`config.mk`:
```
export PLATFORM = sky130hd
export DESIGN_NAME = data_plane_rx
export DESIGN_NICKNAME = d
export VERILOG_FILES = /design/src/rtl/dp_pkg.sv /design/src/rtl/rx_frame_buffer.sv /design/src/rtl/data_plane_rx.sv
export SDC_FILE = /design/constraint.sdc
export NUM_CORES = 1
export LEC_CHECK = 0
export ABC_AREA = 1
export CELL_PAD_IN_SITES_DETAIL_PLACEMENT = 1
export CELL_PAD_IN_SITES_GLOBAL_PLACEMENT = 1
export CORE_MARGIN = 2
export CORE_UTILIZATION = 40
export DETAILED_ROUTE_END_ITERATION = 10
export HOLD_SLACK_MARGIN = 0.1
export PLACE_DENSITY = 0.68
export SLEW_MARGIN = 10
export SYNTH_ARGS = -nofsm -noshare
export SYNTH_HDL_FRONTEND = slang
export SYNTH_SLANG_ARGS = --single-unit
```
`constraint.sdc`:
```
create_clock -name clk -period 5.55 [get_ports clk]
set_input_delay 1.11 -clock clk [delete_from_list [all_inputs] [get_ports clk]]
set_output_delay 1.11 -clock clk [all_outputs]
set_load 0.03 [all_outputs]
```
`src/rtl/dp_pkg.sv`:
```
// Shared types and constants for the data plane receive path.
package dp_pkg;

  localparam int PKT_W         = 32;
  localparam int DP_DATA_WORDS = 4;

  typedef struct packed {
    logic [15:0] dest;
    logic [15:0] payload;
  } dp_packet_t;

  typedef enum logic [1:0] {
    IDLE = 2'd0,
    RECV = 2'd1,
    DROP = 2'd2
  } dp_rx_state_t;

  function automatic logic dest_match(input dp_packet_t pkt, input logic [15:0] id);
    return (pkt.dest == id);
  endfunction

endpackage

```
`src/rtl/rx_frame_buffer.sv`:
```
// Circular word buffer with a speculative write pointer: frames are written
// ahead of the committed pointer and either committed whole or rewound.
module rx_frame_buffer #(
  parameter int DEPTH = 32,
  parameter int PW    = $clog2(DEPTH) + 1
) (
  input  logic          clk,
  input  logic          rst,
  input  logic          wr_en_i,
  input  logic [15:0]   wr_data_i,
  input  logic          commit_i,
  input  logic          rewind_i,
  input  logic          pop_i,
  output logic [15:0]   head_o,
  output logic [PW-1:0] count_o,
  output logic [PW-1:0] free_o
);

  localparam int            AW      = $clog2(DEPTH);
  localparam logic [PW-1:0] PTR_ONE = PW'(1'b1);
  localparam logic [PW-1:0] PTR_CAP = PW'(DEPTH);

  logic [15:0]   mem_q [DEPTH];
  logic [PW-1:0] wr_ptr_q, wr_ptr_d;
  logic [PW-1:0] spec_wr_q, spec_wr_d;
  logic [PW-1:0] rd_ptr_q, rd_ptr_d;
  logic [PW-1:0] count_q, count_d;
  logic [15:0]   head_q, head_d;
  logic          pop_ok_s;

  assign count_o = count_q;
  assign head_o  = head_q;
  assign free_o  = PTR_CAP - (spec_wr_q - rd_ptr_q);

  // Pointer next-state; the head word is prefetched so it is stable while presented.
  always_comb begin
    pop_ok_s = pop_i && (count_q != {PW{1'b0}});
    if (pop_ok_s) begin
      rd_ptr_d = rd_ptr_q + PTR_ONE;
    end else begin
      rd_ptr_d = rd_ptr_q;
    end
    if (rewind_i) begin
      spec_wr_d = wr_ptr_q;
    end else if (wr_en_i) begin
      spec_wr_d = spec_wr_q + PTR_ONE;
    end else begin
      spec_wr_d = spec_wr_q;
    end
    if (commit_i) begin
      wr_ptr_d = spec_wr_d;
    end else begin
      wr_ptr_d = wr_ptr_q;
    end
    count_d = wr_ptr_d - rd_ptr_d;
    // The head slot is always committed, so it is never the slot being written this cycle.
    if (count_d == {PW{1'b0}}) begin
      head_d = 16'h0000;
    end else begin
      head_d = mem_q[rd_ptr_d[AW-1:0]];
    end
  end

  // Pointer, count and head registers.
  always_ff @(posedge clk) begin
    if (rst) begin
      wr_ptr_q  <= {PW{1'b0}};
      spec_wr_q <= {PW{1'b0}};
      rd_ptr_q  <= {PW{1'b0}};
      count_q   <= {PW{1'b0}};
      head_q    <= 16'h0000;
    end else begin
      wr_ptr_q  <= wr_ptr_d;
      spec_wr_q <= spec_wr_d;
      rd_ptr_q  <= rd_ptr_d;
      count_q   <= count_d;
      head_q    <= head_d;
    end
  end

  // Storage array.
  always_ff @(posedge clk) begin
    if (wr_en_i) begin
      mem_q[spec_wr_q[AW-1:0]] <= wr_data_i;
    end
  end

endmodule

```
`src/rtl/data_plane_rx.sv`:
```
// Data plane receiver: frame detection FSM in front of a commit/rewind RX buffer.
module data_plane_rx
  import dp_pkg::*;
#(
  parameter int DEPTH      = 32,
  parameter int DATA_WORDS = DP_DATA_WORDS
) (
  input  logic                     clk,
  input  logic                     rst,
  input  logic [15:0]              node_id,
  input  logic [PKT_W-1:0]         data_rx_packet,
  input  logic                     gpp_rd_rx,
  output logic [15:0]              RAM_rx_data_out,
  output logic [$clog2(DEPTH):0]   rx_count,
  output logic                     rx_busy,
  output logic                     rx_frame_done,
  output logic                     rx_error,
  output logic                     rx_drop
);

  localparam int            PW        = $clog2(DEPTH) + 1;
  localparam int            CW        = $clog2(DATA_WORDS + 1);
  localparam logic [PW-1:0] FRAME_LEN = PW'(DATA_WORDS + 1);
  localparam logic [CW-1:0] LAST_IDX  = CW'(DATA_WORDS - 1);
  localparam logic [CW-1:0] CNT_ONE   = CW'(1'b1);

  dp_packet_t    pkt_s;
  dp_rx_state_t  state_q;
  logic [CW-1:0] word_cnt_q;
  logic          busy_q, done_q, error_q, drop_q;
  logic          hit_s, room_s, last_s;
  logic          wr_en_s, commit_s, rewind_s;
  logic [PW-1:0] free_s;

  assign pkt_s         = dp_packet_t'(data_rx_packet);
  assign hit_s         = dest_match(pkt_s, node_id);
  assign room_s        = (free_s >= FRAME_LEN);
  assign last_s        = (word_cnt_q == LAST_IDX);
  assign rx_busy       = busy_q;
  assign rx_frame_done = done_q;
  assign rx_error      = error_q;
  assign rx_drop       = drop_q;

  // Buffer control decoded from the current state and the sampled packet.
  always_comb begin
    wr_en_s  = 1'b0;
    commit_s = 1'b0;
    rewind_s = 1'b0;
    case (state_q)
      IDLE: begin
        if (hit_s && room_s) begin
          wr_en_s = 1'b1;
        end else begin
          wr_en_s = 1'b0;
        end
      end
      RECV: begin
        if (hit_s) begin
          wr_en_s  = 1'b1;
          commit_s = last_s;
        end else begin
          rewind_s = 1'b1;
        end
      end
      DROP:    wr_en_s = 1'b0;
      default: wr_en_s = 1'b0;
    endcase
  end

  // Frame FSM with registered busy flag and single-cycle event pulses.
  always_ff @(posedge clk) begin
    if (rst) begin
      state_q    <= IDLE;
      word_cnt_q <= {CW{1'b0}};
      busy_q     <= 1'b0;
      done_q     <= 1'b0;
      error_q    <= 1'b0;
      drop_q     <= 1'b0;
    end else begin
      done_q  <= 1'b0;
      error_q <= 1'b0;
      drop_q  <= 1'b0;
      case (state_q)
        IDLE: begin
          if (hit_s) begin
            word_cnt_q <= {CW{1'b0}};
            busy_q     <= 1'b1;
            if (room_s) begin
              state_q <= RECV;
            end else begin
              state_q <= DROP;
              drop_q  <= 1'b1;
            end
          end
        end
        RECV, DROP: begin
          if (!hit_s) begin
            state_q    <= IDLE;
            busy_q     <= 1'b0;
            error_q    <= 1'b1;
            word_cnt_q <= {CW{1'b0}};
          end else if (last_s) begin
            state_q    <= IDLE;
            busy_q     <= 1'b0;
            done_q     <= (state_q == RECV);
            word_cnt_q <= {CW{1'b0}};
          end else begin
            word_cnt_q <= word_cnt_q + CNT_ONE;
          end
        end
        default: begin
          state_q    <= IDLE;
          busy_q     <= 1'b0;
          word_cnt_q <= {CW{1'b0}};
        end
      endcase
    end
  end

  rx_frame_buffer #(
    .DEPTH (DEPTH),
    .PW    (PW)
  ) u_buf (
    .clk       (clk),
    .rst       (rst),
    .wr_en_i   (wr_en_s),
    .wr_data_i (pkt_s.payload),
    .commit_i  (commit_s),
    .rewind_i  (rewind_s),
    .pop_i     (gpp_rd_rx),
    .head_o    (RAM_rx_data_out),
    .count_o   (rx_count),
    .free_o    (free_s)
  );

endmodule

```
==> results.cfg, run 1 <==
[synthesis]
synth-async-reset-ratio_pct = 0
syn_avg_cell_area_um2 = 11.8
synth_seq_cells = 561
synth_nets = 2063
synthDistinctLibCells = 42
postSynthCellCount = 1988
synth_ff_type = edfxtp_1
synth-seq-area-share_pct = 69.9
yosys_warnings = 0
synth-edff-count = 512
syn_area_mm2 = 0.0234

[clock_network]
ctsHoldBuffers = 0
clock_sinks = 561
htreeDepth = 2
clkTransAtPathRegs_ns = 0.06
numCtsBuffers = 58
post_cts_buffers = 0
post_cts_resized = 0
clk_path_buf_depth = 3
root_buffer = clkbuf_16
clock_latency_ns = 0.62
cts_tree = done

[outcome]
status = finished clean

[finish]
final_cell_mix = edfxtp_1, nor2_1, nand2_1
final_common_cell = edfxtp_1
finalNetCount = 2150
nFillCells = 6088
drive_gt1_share_pct = 10.5
synthToLayoutAreaGrowth_pct = 15.3
num_antenna_cells = 0

[route]
avgRoutedWirePerCell_um = 22.6
drt-vias-per-instance = 5.40
ant_nets = 0
drt_iter0_drc = 1448
num_vias = 15600
drc = 0
wl_um = 65300
firstDrtPassIters = 5

[global_routing]
grt_max_degree = 230
grtUsageMet3_pct = 3.25
top_usage_layer = met2
grt_use_met2_pct = 35.7
track_usage_pct = 21.7
grt-ovfl-total = 0
grt_pass1_vias = 16400
antenna_found_initial = 1
grt_pass1_wl_um = 98600
grt_use_met1_pct = 29.4

[critical_path]
required_ns = 6.08
max_stage_delay_ns = 0.46
crit_buf_inv = 5
critical_path.slowest_cell = fa_1
arrival_ns = 5.44
worstSetupPathType = reg -> reg
start_kind = register
r2r-start = u_buf.spec_wr_q[1]$_SDFF_PP0_
cp_max_fo = 17
path_delay_family = simple AND/OR/NAND/NOR gates
cp-end-kind = register
cp-startpoint = u_buf.spec_wr_q[1]$_SDFF_PP0_
cp_common_cell = nand2_1

[pwr]
irDropWorstVdd_uv = 214
powerDensity_mw_per_mm2 = 378
p_leak_nw = 9.19

[flow_run]
cap_violations = 0

[placement]
place_congestion = 0.816
portBuffers = 76
hpwl_um = 37100

[floorplan]
pin_count = 77
start_util_pct = 40.5
die_h_um = 246
die_x_um = 246
fp.coreArea_mm2 = 0.0578
dieArea_mm2 = 0.0604
num_rows = 88

[sta]
rsz0062_at_grt = no
fin_crit_sh_pct = 88.5
post-route-min-period_ns = 4.91
finalSetupViolCount = 0
drv_slew = 0
clock_skew_ns = 0.0236
max_freq_ghz = 0.204
slew_headroom_pct = 24.1
worstMarginPinSlew_ns = 1.14
hold_slack_ns = 0.446
setup-tns-final_ns = 0
hold_viol = 0

[worst_hold_path]
hp-start = word_cnt_q[2]$_SDFFE_PP0P_
hold_path.class = reg -> reg
==> power by group <==
part | leakage [nW] | total (W) | internal [W] | switching [W]
logic | 3.28 | 0.00170 | 0.000526 | 0.00117
registers | 5.00 | 0.00469 | 0.00465 | 0.0000346
clock network | 0.908 | 0.00382 | 0.00221 | 0.00161
total | 9.19 | 0.0102 | 0.00739 | 0.00281
==> per-stage QoR <==
stage          utilization [%]  setup WS (ns)  area [µm²]  total power (W)  instances
3_3_place_gp              43.4          0.772       25100          0.00642       2780
6_report                  46.6          0.638       27000           0.0102       2888
5_1_grt                   46.6          0.183       27000           0.0106       2888
2_1_floorplan                -          0.434       23400          0.00589       1988
3_5_place_dp              43.4          0.414       25100          0.00647       2780
4_1_cts                   46.7          0.650       27000           0.0103       2888
==> final timing paths <==
| kind | cells past startpoint | slack (ns) | endpoint |
|---|---|---|---|
| setup / recovery | 30 | 0.64 | u_buf.head_o[3]$_SDFF_PP0_ |
| hold / removal | 2 | 0.45 | word_cnt_q[2]$_SDFFE_PP0P_ |
| setup reg to reg | 30 | 0.64 | u_buf.head_o[3]$_SDFF_PP0_ |
| hold reg to reg | 2 | 0.45 | word_cnt_q[2]$_SDFFE_PP0P_ |
==> synth_stat cells, types with 2 or more instances <==
cell	count	area, µm²
a21oi_1	21	105
a21oi_2	9	78.8
buf_1	3	11.3
buf_2	68	340
buf_4	12	90.1
buf_6	4	45.0
clkbuf_1	25	93.8
clkinv_1	2	7.51
dfxtp_1	49	981
edfxtp_1	512	15400
fa_1	2	40.0
ha_1	22	275
inv_1	58	218
inv_2	14	52.6
nand2_1	222	833
nand2_2	7	43.8
nand2_4	4	45.0
nand3_1	97	485
nand3_2	6	60.1
nand4_1	3	18.8
nor2_1	386	1450
nor2_2	2	12.5
nor2_4	3	33.8
nor3_1	6	30.0
o211ai_1	75	563
o21ai_0	149	746
o21ai_1	155	776
o21bai_1	15	113
or2_1	2	12.5
or2_2	24	150
xnor2_1	14	123
xnor2_2	2	32.5
xor2_1	6	52.6
==> sequential cells by signal (all words and copies together) (netlist names) <==
| signal | flops |
|---|---|
| rx_busy | 1 |
| rx_drop | 1 |
| rx_error | 1 |
| rx_frame_done | 1 |
| state_q | 2 |
| u_buf.count_o | 6 |
| u_buf.head_o | 16 |
| u_buf.mem_q | 512 |
| u_buf.rd_ptr_q | 6 |
| u_buf.spec_wr_q | 6 |
| u_buf.wr_ptr_q | 6 |
| word_cnt_q | 3 |
==> final cells by class <==
| type | count | area [µm²] | share of cell area (%) |
|---|---|---|---|
| sequential | 561 | 16400 | 60.7 |
| timing repair buffer | 139 | 1290 | 4.79 |
| multi-input combinational | 1240 | 6210 | 23.0 |
| clock inverter | 32 | 240 | 0.891 |
| inverter | 75 | 293 | 1.09 |
| tap | 765 | 957 | 3.55 |
| clock buffer | 76 | 1610 | 5.98 |
==> worst min-delay path: stages, from the launching register on <==
cell	delay, ns
dfxtp_1	0.31
nand2_1	0.06
a21oi_1	0.03
==> routing by layer <==
metal / vias to the layer above / wire [µm]
li1: 7201 / -
met1: 7896 / 29300
met2: 372 / 31000
met3: 120 / 2980
met4: 2 / 2110
met5: - / 11
==> cell families (layout without fill, tap and decap cells) <==
logic type	count (synthesis)	count (layout)	share of synthesized area (%)
AO/OA/AOI/OAI	426	426	10.3
adder cells (fa/ha/maj)	24	24	1.35
XOR/XNOR	23	23	0.957
flip-flops	561	561	69.9
buffers and inverters	187	322	3.70
AND/OR/NAND/NOR	767	767	13.8
Note: power is estimated with default switching activity, not from simulation.
==> run 2, diff against run 1 <==
--- a/config.mk
+++ b/config.mk
@@ -13,7 +13,7 @@
 export DETAILED_ROUTE_END_ITERATION = 10
 export HOLD_SLACK_MARGIN = 0.1
 export PLACE_DENSITY = 0.68
-export SLEW_MARGIN = 10
+export SLEW_MARGIN = 5
 export SYNTH_ARGS = -nofsm -noshare
 export SYNTH_HDL_FRONTEND = slang
 export SYNTH_SLANG_ARGS = --single-unit
==> results.cfg, run 2 (synthesis results as in run 1) <==
[outcome]
status = finished clean

[floorplan]
dieArea_mm2 = 0.0604
pin_count = 77
start_util_pct = 40.5
die_h_um = 246
die_x_um = 246
num_rows = 88
fp.coreArea_mm2 = 0.0578

[sta]
worstMarginPinSlew_ns = 1.33
drv_slew = 0
hold_slack_ns = 0.446
fin_crit_sh_pct = 88.5
hold_viol = 0
clock_skew_ns = 0.0238
post-route-min-period_ns = 4.91
rsz0062_at_grt = no
finalSetupViolCount = 0
setup-tns-final_ns = 0
max_freq_ghz = 0.204
slew_headroom_pct = 11.0
fin_ws_ns = 0.639

[finish]
final_common_cell = edfxtp_1
finalNetCount = 2150
nFillCells = 6087
final_cell_mix = edfxtp_1, nor2_1, nand2_1
largest_reg_flops = 512
drive_gt1_share_pct = 10.4
seq_area_mm2 = 0.0164
num_antenna_cells = 0
multi_input_area_mm2 = 0.00621
synthToLayoutAreaGrowth_pct = 15.3
fin_util_pct = 46.7

[pwr]
p_leak_nw = 9.19
clkPwrFrac_pct = 37.4
power_w = 0.0102
comb_power_share_pct = 16.7
powerDensity_mw_per_mm2 = 378
seq_power_share_pct = 45.9
switching_share_pct = 27.6
irDropWorstVdd_uv = 214
netSwitchingPower_w = 0.00281
internal_power_w = 0.00739

[critical_path]
critical_path.slowest_cell = fa_1
worstSetupPathType = reg -> reg
cp-end-kind = register
cp_common_cell = nand2_1
arrival_ns = 5.44
start_kind = register
cp_max_fo = 17
max_stage_delay_ns = 0.46
required_ns = 6.08

[clock_network]
clk_path_buf_depth = 3
post_cts_resized = 0
clock_sinks = 561
numCtsBuffers = 58
htreeDepth = 2
clkTransAtPathRegs_ns = 0.06
ctsHoldBuffers = 0
post_cts_buffers = 0
clock_latency_ns = 0.62
cts_tree = done
root_buffer = clkbuf_16

[route]
ant_nets = 0
wl_um = 65300
num_vias = 15600
drc = 0
drt-vias-per-instance = 5.40
firstDrtPassIters = 5
drt_iter0_drc = 1448
avgRoutedWirePerCell_um = 22.6

[placement]
portBuffers = 76
dp_slack_ns = 0.414
hpwl_um = 37100
place_congestion = 0.816

[global_routing]
grt_pass1_vias = 16400
grt_max_degree = 230
grt-ovfl-total = 0
antenna_found_initial = 1
grt_pass1_wl_um = 98600
track_usage_pct = 21.7

[flow_run]
cap_violations = 0

[worst_hold_path]
hold_path.class = reg -> reg
run 2: cell count changes in the layout (fill, tap and decap cells not counted):
| cell | previous run | this run |
|---|---|---|
| buf_2 | 1 | 0 |
| clkdlybuf4s50_1 | 75 | 76 |
run 2: critical path, delay by kind of cell (launching register included):
family / cells / cell delay [ns]
XOR/XNOR: 1 / 0.17
adder cells (fa/ha/maj): 4 / 1.28
flip-flops: 1 / 0.44
AO/OA/AOI/OAI: 4 / 0.80
AND/OR/NAND/NOR: 16 / 1.68
buffers and inverters: 5 / 0.42
run 2: cell type report:
cell class                 count  share of cell area [%]
sequential                   561                    60.7
inverter                      75                    1.09
clock buffer                  76                    5.98
timing repair buffer         139                    4.81
clock inverter                32                   0.891
tap                          765                    3.55
multi-input combinational   1240                    23.0
run 2: final timing paths:
check / start / to / slack [ns] / depth (start not counted)
worst max-delay path: u_buf.spec_wr_q[1]$_SDFF_PP0_ / u_buf.head_o[3]$_SDFF_PP0_ / 0.64 / 30
worst min-delay path: word_cnt_q[2]$_SDFFE_PP0P_ / word_cnt_q[2]$_SDFFE_PP0P_ / 0.45 / 2
worst max register to register: u_buf.spec_wr_q[1]$_SDFF_PP0_ / u_buf.head_o[3]$_SDFF_PP0_ / 0.64 / 30
worst min register to register: word_cnt_q[2]$_SDFFE_PP0P_ / word_cnt_q[2]$_SDFFE_PP0P_ / 0.45 / 2
run 2: per-layer routing:
layer	share of wire (%)	vias up	global-route usage [%]
met2	47	367	35.7
li1	-	7201	-
met4	3.2	2	7.40
met3	4.5	120	3.25
met1	45	7897	29.4
met5	0.017	-	0
run 2: power groups by stage:
stage / sequential [W] / combinational (W) / clock [W]
3_5_place_dp: 0.00477 / 0.00170 / 0
5_1_grt: 0.00468 / 0.00189 / 0.00406
6_report: 0.00469 / 0.00170 / 0.00382
3_3_place_gp: 0.00477 / 0.00164 / 0
4_1_cts: 0.00468 / 0.00171 / 0.00390
2_1_floorplan: 0.00484 / 0.00104 / 0
run 2: metrics by stage:
| step | cell area, µm² | instances |
|---|---|---|
| floorplan | 23400 | 1988 |
| global placement | 25100 | 2780 |
| detailed placement | 25100 | 2780 |
| CTS | 27000 | 2888 |
| global route | 27000 | 2888 |
| finish | 27000 | 2888 |
